## src/rtl/wb_picomem_slave.sv

```systemverilog
// Wishbone pipelined responder onto a valid/ready native memory port, one transaction at a time.
// Ack arrives the cycle after i_mem_ready is sampled; stall is held for the whole BUSY/DRAIN period.
module wb_picomem_slave #(
  parameter int unsigned TIMEOUT_CYCLES = 255,
  parameter bit          OPT_TIMEOUT    = 1'b1
) (
  input  logic        i_clk,
  input  logic        i_reset_n,
  input  logic        i_wb_cyc,
  input  logic        i_wb_stb,
  input  logic        i_wb_we,
  input  logic [31:0] i_wb_addr,
  input  logic [31:0] i_wb_data,
  input  logic [3:0]  i_wb_sel,
  output logic        o_wb_stall,
  output logic        o_wb_ack,
  output logic [31:0] o_wb_data,
  output logic        o_wb_err,
  output logic        o_mem_valid,
  output logic [31:0] o_mem_addr,
  output logic [31:0] o_mem_wdata,
  output logic [3:0]  o_mem_wstrb,
  input  logic        i_mem_ready,
  input  logic [31:0] i_mem_rdata
);

  typedef enum logic [1:0] {
    IDLE  = 2'd0,
    BUSY  = 2'd1,
    DRAIN = 2'd2
  } state_t;

  localparam logic [15:0] TIMER_LAST = 16'(TIMEOUT_CYCLES - 1);

  state_t      state;
  logic [15:0] timer;
  logic        expire;

  assign expire     = OPT_TIMEOUT && (timer == TIMER_LAST);
  assign o_wb_stall = (state != IDLE);

  always_ff @(posedge i_clk or negedge i_reset_n) begin
    if (!i_reset_n) begin
      state       <= IDLE;
      timer       <= 16'd0;
      o_mem_valid <= 1'b0;
      o_mem_addr  <= 32'd0;
      o_mem_wdata <= 32'd0;
      o_mem_wstrb <= 4'd0;
      o_wb_ack    <= 1'b0;
      o_wb_err    <= 1'b0;
      o_wb_data   <= 32'd0;
    end else begin
      o_wb_ack <= 1'b0;
      o_wb_err <= 1'b0;
      case (state)
        IDLE: begin
          if (i_wb_cyc && i_wb_stb) begin
            o_mem_addr  <= i_wb_addr;
            o_mem_wdata <= i_wb_data;
            o_mem_wstrb <= i_wb_we ? i_wb_sel : 4'h0;
            o_mem_valid <= 1'b1;
            timer       <= 16'd0;
            state       <= BUSY;
          end
        end
        BUSY: begin
          // ready beats a coincident timeout; a dropped cyc suppresses the response
          if (i_mem_ready) begin
            o_mem_valid <= 1'b0;
            o_wb_ack    <= i_wb_cyc;
            o_wb_data   <= i_mem_rdata;
            state       <= IDLE;
          end else if (expire) begin
            o_mem_valid <= 1'b0;
            o_wb_err    <= i_wb_cyc;
            state       <= IDLE;
          end else begin
            if (OPT_TIMEOUT) timer <= timer + 16'd1;
            if (!i_wb_cyc) state <= DRAIN;
          end
        end
        DRAIN: begin
          // master has walked away: finish the native beat silently
          if (i_mem_ready || expire) begin
            o_mem_valid <= 1'b0;
            state       <= IDLE;
          end else if (OPT_TIMEOUT) begin
            timer <= timer + 16'd1;
          end
        end
        default: state <= IDLE;
      endcase
    end
  end

endmodule

```

## config.mk

```make
export PLATFORM = sky130hd
export DESIGN_NAME = wb_picomem_slave
export DESIGN_NICKNAME = d
export VERILOG_FILES = /design/src/rtl/wb_picomem_slave.sv
export SDC_FILE = /design/constraint.sdc
export NUM_CORES = 1
export LEC_CHECK = 0
export CAP_MARGIN = 20
export CORE_MARGIN = 1.5
export CORE_UTILIZATION = 40
export DETAILED_ROUTE_END_ITERATION = 8
export PLACE_DENSITY = 0.73
export SLEW_MARGIN = 20
export SYNTH_ARGS = -nofsm -noshare
export SYNTH_HDL_FRONTEND = slang
export SYNTH_SLANG_ARGS = --single-unit
```

## constraint.sdc

```tcl
create_clock -name i_clk -period 2.8 [get_ports i_clk]
set_input_delay 0.84 -clock i_clk [delete_from_list [all_inputs] [get_ports i_clk]]
set_output_delay 0.84 -clock i_clk [all_outputs]
set_load 0.01 [all_outputs]
```

==> flow_summary.toml, run 1 <==
[run_status]
status = "completed"

[sta]
fin_skew_ns = 0.00626
finalHoldViolations = 0
relSlewSlack = 0.589
min_period_over_period = 0.927
layout_min_cycle_time_ns = 2.59
max_freq_ghz = 0.385
setup-violations-final = 0
final-max-slew-violation-count = 0
tns_ns = 0
worst_slew_pin_slew_ns = 0.616
rsz0062_at_grt = "no"

[worst_setup_path]
r2r-end = "timer[6]"
crit_arrival_ns = 1.75
critPathKind = "flop to output pin"
reg2reg_depth = 8
crit_path_start_kind = "flop"
crit_fanout = 4
crit_path_end_kind = "output pin"
r2r-start = "state[0]"
regToRegSetupSlack_ns = 0.73
cp.required_ns = 1.96

[floorplanning]
die_h_um = 115
dieWidth_um = 115
dieArea_mm2 = 0.0132
start_util = 0.412
pin_count = 210
core_mm2 = 0.0121
rows = 40

[layout]
antenna_cells = 0
drive_gt1_frac = 0.238
fin_nets = 702
syn2layout_area_growth_pct = 59.6
final_area_mm2 = 0.00796

[synthesis]
yosys-top-cells-area = "dfrtp_1 61%, mux2_2 22%, nand2_1 2.7%, ha_1 1.8%, nand3_1 1.6%"
postSynthAreaPerCell_um2 = 13.6
synthDominantCellAreaShare = 0.607
synth_top_family_by_area = "multiplexers"
synthCells = 367
synth_simple_gate_area_share = 0.0968
synth_cell_types = 35
synth_warnings = 0
netlist_area_mm2 = 0.00499
synth-adder-area-share = 0.0176
muxShareOfSynthArea = 0.219
synth-compound-area-share = 0.0301
yosys_register_bits = 121
synth.yosys.seq_area_share = 0.607
yosysTopAreaCell = "dfrtp_1"
synth_xor_area_frac = 0.00702
synth_nets = 480

[cts]
cts_tree = "built"
htreeDepth = 4
cts_hold_buf = 0
cts.path.max_buffers = 2
postCtsSetupRepairBufs = 0
cts.sinks = 121
clkTransAtPathRegs_ns = 0.05
postCtsResizedCells = 0
cts-root-buf = "clkbuf_16"
numCtsBuffers = 17
clk_latency_ns = 0.41

[global_routing]
antenna_found_initial = 0
grt_pass1_vias = 3671
grt_pass1_wl_um = 18300
grt_util_all_layers = 0.183
overflow = 0
grt_max_degree = 38

[placement]
port-buffer-count = 209
dpl_cell_area_mm2 = 0.00736
gp_congestion = 0.803
dpl.hpwl_um = 8610

[min_path]
worstHoldPathType = "primary input to async pin"

[detailed_routing]
drtPass1Iterations = 5
drt-total-wl_um = 11700
dr.first_iter.drc_count = 137
drc = 0
wl_per_cell_um = 15.2
viasPerCell = 4.75
drtAntennaViolNets = 0
num_vias = 3658

[run]
cap_violations = 0

[power_and_ir_drop]
vdd.ir_drop.worst_mv = 0.609
leakagePower_nw = 3.36
power.density_mw_per_mm2 = 1110
-- kinds of logic after synthesis --
| kind of cell | Yosys count |
|---|---|
| DFF | 121 |
| muxes | 97 |
| buffers and inverters | 24 |
| xor gates and xnor gates | 4 |
| and+or+nand+nor | 90 |
| adders and majority gates | 7 |
| AOI/OAI and AO/OA | 24 |
-- where the power goes --
| group | internal, mW | total (mW) | switching (mW) |
|---|---|---|---|
| Combinational | 2.26 | 3.67 | 1.42 |
| Sequential | 2.57 | 3.01 | 0.447 |
| Clock | 1.45 | 2.17 | 0.721 |
| Total | 6.27 | 8.86 | 2.58 |
-- cells in the mapped netlist, drive strengths merged --
cell type and instances:
a21boi 1, a21oi 4, a22o 3, a22oi 1
and2 3, and3 1, and4 2, and4bb 1
buf 7, clkbuf 10, dfrtp 121, ha 7
inv 7, mux2 96, mux2i 1, nand2 36
nand2b 2, nand3 16, nand4 5, nor2 5
nor3 7, nor4 2, nor4b 1, o21ai 11
o31ai 4, or2 2, or4b 7, xnor2 1
xor2 3
-- worst max-delay path: stages, from the launching register on --
cell and delay, ns:
dfrtp_1 0.37, inv_1 0.10, ha_1 0.28, inv_1 0.07, clkdlybuf4s50_1 0.53
-- through the flow --
stage                     hold WS (ns)  power [mW]  setup slack, ns  instances  utilization
after detailed placement         0.473        6.73            0.163        738        0.608
after floorplan                  0.468        4.65            0.832        367            -
after global routing             0.364        9.35            0.111        770        0.657
after CTS                        0.344        8.96            0.179        770        0.657
final                            0.347        8.86            0.205        770        0.657
after global placement           0.473        6.63            0.226        738        0.608
-- state kept, by name, summed over array words and instances (netlist names) --
register / flops
o_mem_valid: 1
timer: 16
o_mem_wstrb: 4
o_mem_addr: 32
o_wb_err: 1
state: 2
o_wb_data: 32
o_mem_wdata: 32
o_wb_ack: 1
-- cells in the final DEF, fill, tap and decap left out, types with 7 or more instances in the layout --
| cell type | count |
|---|---|
| clkdlybuf4s50_1 | 208 |
| or4b_1 | 7 |
| buf_4 | 7 |
| nand3_1 | 15 |
| dfrtp_1 | 121 |
| o21ai_0 | 11 |
| inv_1 | 7 |
| nand2_1 | 36 |
| mux2_2 | 96 |
| clkbuf_16 | 17 |
| ha_1 | 7 |
-- worst max path at each step --
stage	from	end	slack [ns]	depth (start not counted)
6_report	state[0]	o_wb_stall	0.21	4
5_1_grt	state[0]	o_wb_stall	0.11	4
4_1_cts	state[0]	o_wb_stall	0.18	4
3_5_place_dp	i_wb_stb	timer[9]	0.16	7
3_3_place_gp	i_wb_stb	timer[6]	0.23	7
2_1_floorplan	i_wb_cyc	timer[7]	0.83	6
-- layout make-up --
type | count | area (um2)
fillers | 962 | 4150
flip-flops and latches | 121 | 3030
repair buffers | 220 | 2230
multi-input cells | 222 | 1860
clock buffers | 26 | 519
well taps | 168 | 210
clock inverters | 6 | 85.1
inverters | 7 | 26.3
-- routing by layer --
layer  up-vias  GRT usage  share of wire
li1       1744          -              -
met1      1750      0.215           0.42
met2       142      0.298           0.49
met3        22     0.0646          0.073
met4         0     0.0883          0.023
met5         -          0              0
No activity file was read; power rests on OpenSTA's default activity.
==> run 2: changes to the inputs <==
- CORE_UTILIZATION: 40 -> 46
- PLACE_DENSITY: 0.73 -> 0.83
==> run 2 against run 1 <==
Clock skew decreased by 0.0018 ns. Combinational power grew 2%. Non-clock buffer count down 2. Die area decreased by 13%. Sequential power hardly changed. Via count up 4.3%. Register-to-register slack barely moved. First-iteration DRC count grew 58%. Clock-buffer cell count is 7 lower. Sequential cell count stayed put. Hold slack worse by 0.081 ns. Critical endpoint unchanged.
==> flow_summary.toml, run 2 (synthesis gave the netlist of run 1 again) <==
[worst_setup_path]
cp_num_cells = 4
crit_path_end_kind = "output pin"
crit_start = "state[1]"
r2r-start = "timer[0]"
cp_slowest_cell = "clkdlybuf4s50_1"
cp.buffers_inverters = 3
critPathKind = "flop to output pin"
cpPeakStageDelay_ns = 0.47
crit_path_start_kind = "flop"
cp_common_cell = "inv_1"
crit_family = "buffers and inverters"
path_cells = "inv_1 -> ha_2 -> inv_1 -> clkdlybuf4s50_1"
crit_arrival_ns = 1.84
cp.required_ns = 1.96
crit_fanout = 4
reg2reg_depth = 7

[layout]
final_common_cell = "clkdlybuf4s50_1"
syn2layout_area_growth_pct = 59.0
final_core_util = 0.762
fin_nets = 700
stdcell_count = 736
antenna_cells = 0
drive_gt1_frac = 0.240
largestRegisters = "o_mem_addr x32, o_mem_wdata x32, o_wb_data x32"
final_area_mm2 = 0.00793
fillers = 625
final_cell_mix = "208 x clkdlybuf4s50_1, 121 x dfrtp_1, 96 x mux2_2"

[global_routing]
grt_pass1_wl_um = 20600
grt_pass1_vias = 4024
overflow = 0
antenna_found_initial = 0
grt_max_degree = 73
grt_util_all_layers = 0.237

[run_status]
status = "completed"

[detailed_routing]
drc = 0
num_vias = 3814
drtAntennaViolNets = 0
drtPass1Iterations = 4
dr.first_iter.drc_count = 217
drt-total-wl_um = 13200
viasPerCell = 5.18
wl_per_cell_um = 18.0

[cts]
htreeDepth = 4
clkTransAtPathRegs_ns = 0.06
cts_hold_buf = 0
numCtsBuffers = 17
postCtsSetupRepairBufs = 0
cts.path.max_buffers = 2
clk_latency_ns = 0.51
cts.sinks = 121
cts_tree = "built"
cts-root-buf = "clkbuf_8"

[floorplanning]
core_mm2 = 0.0104
start_util = 0.479
dieWidth_um = 107
dieArea_mm2 = 0.0115
pin_count = 210
die_h_um = 107
rows = 37

[power_and_ir_drop]
vdd.ir_drop.worst_mv = 0.627
swShare = 0.302
p_comb_frac = 0.408
clock_power_share = 0.260
power_frac_seq = 0.332
p_sw_mw = 2.76
power.density_mw_per_mm2 = 1150
leakagePower_nw = 3.36
p_int_mw = 6.38
p_total_mw = 9.14

[sta]
layout_min_cycle_time_ns = 2.68
max_freq_ghz = 0.373
worst_slew_pin_slew_ns = 0.452
min_period_over_period = 0.957
setup-violations-final = 0
fin_skew_ns = 0.00451
finalHoldViolations = 0
relSlewSlack = 0.699
hold_ws_ns = 0.266
final-max-slew-violation-count = 0
tns_ns = 0
final.setup.worst_slack_ns = 0.119
rsz0062_at_grt = "no"

[placement]
dpl_cell_area_mm2 = 0.00728
dpl.hpwl_um = 9380
port-buffer-count = 209
gp_congestion = 0.800
place_ws_ns = 0.213
post-place-cells = 704

[min_path]
worstHoldPathType = "primary input to async pin"

[run]
cap_violations = 0
-- run 2: changes by cell type in the layout (fill, tap and decap cells not counted), sizes merged --
cell and delta:
clkinvlp +1, buf -2, bufinv +3, clkbuf -7, inv +2, clkinv +1
-- run 2: what timing repair did --
action,4_1_cts,5_1_grt
hold endpoints to repair,0,0
gates resized for setup,0,1
endpoints found under the setup margin,0,1
-- run 2: path summary, 6_finish.rpt --
kind	end	slack, ns
worst min-delay path	o_mem_wdata[3]	0.27
worst max-delay path	o_wb_stall	0.12
worst max register to register	o_mem_valid	0.73
max in group asynchronous	o_wb_data[2]	1.84
min in group i_clk	o_mem_wstrb[0]	0.50
worst min register to register	o_mem_wstrb[0]	0.50
-- run 2: power by group through the flow --
| stage | sequential (mW) | clock, mW | combinational, mW |
|---|---|---|---|
| 2_1_floorplan | 3.35 | 0 | 1.30 |
| 3_3_place_gp | 2.98 | 0 | 3.63 |
| 3_5_place_dp | 3.04 | 0 | 3.73 |
| 4_1_cts | 3.03 | 2.41 | 3.77 |
| 5_1_grt | 3.13 | 2.50 | 3.96 |
| 6_report | 3.03 | 2.37 | 3.73 |
-- run 2: cell type report --
cell class | count | area, um2 | share of cell area
Sequential cell | 121 | 3030 | 0.382
Timing Repair Buffer | 218 | 2210 | 0.278
Multi-Input combinational cell | 222 | 1850 | 0.234
Clock buffer | 19 | 432 | 0.0544
Clock inverter | 13 | 216 | 0.0273
Tap cell | 136 | 170 | 0.0214
Inverter | 7 | 26.3 | 0.00331
-- run 2: routing by layer --
metal | vias to the layer above | share of wire | wire, um | global-route usage
met2 | 155 | 0.53 | 7010 | 0.412
met5 | - | 0 | 0 | 0
met1 | 1890 | 0.38 | 5040 | 0.274
li1 | 1742 | - | - | -
met4 | 0 | 0.026 | 345 | 0.0857
met3 | 27 | 0.064 | 844 | 0.0742
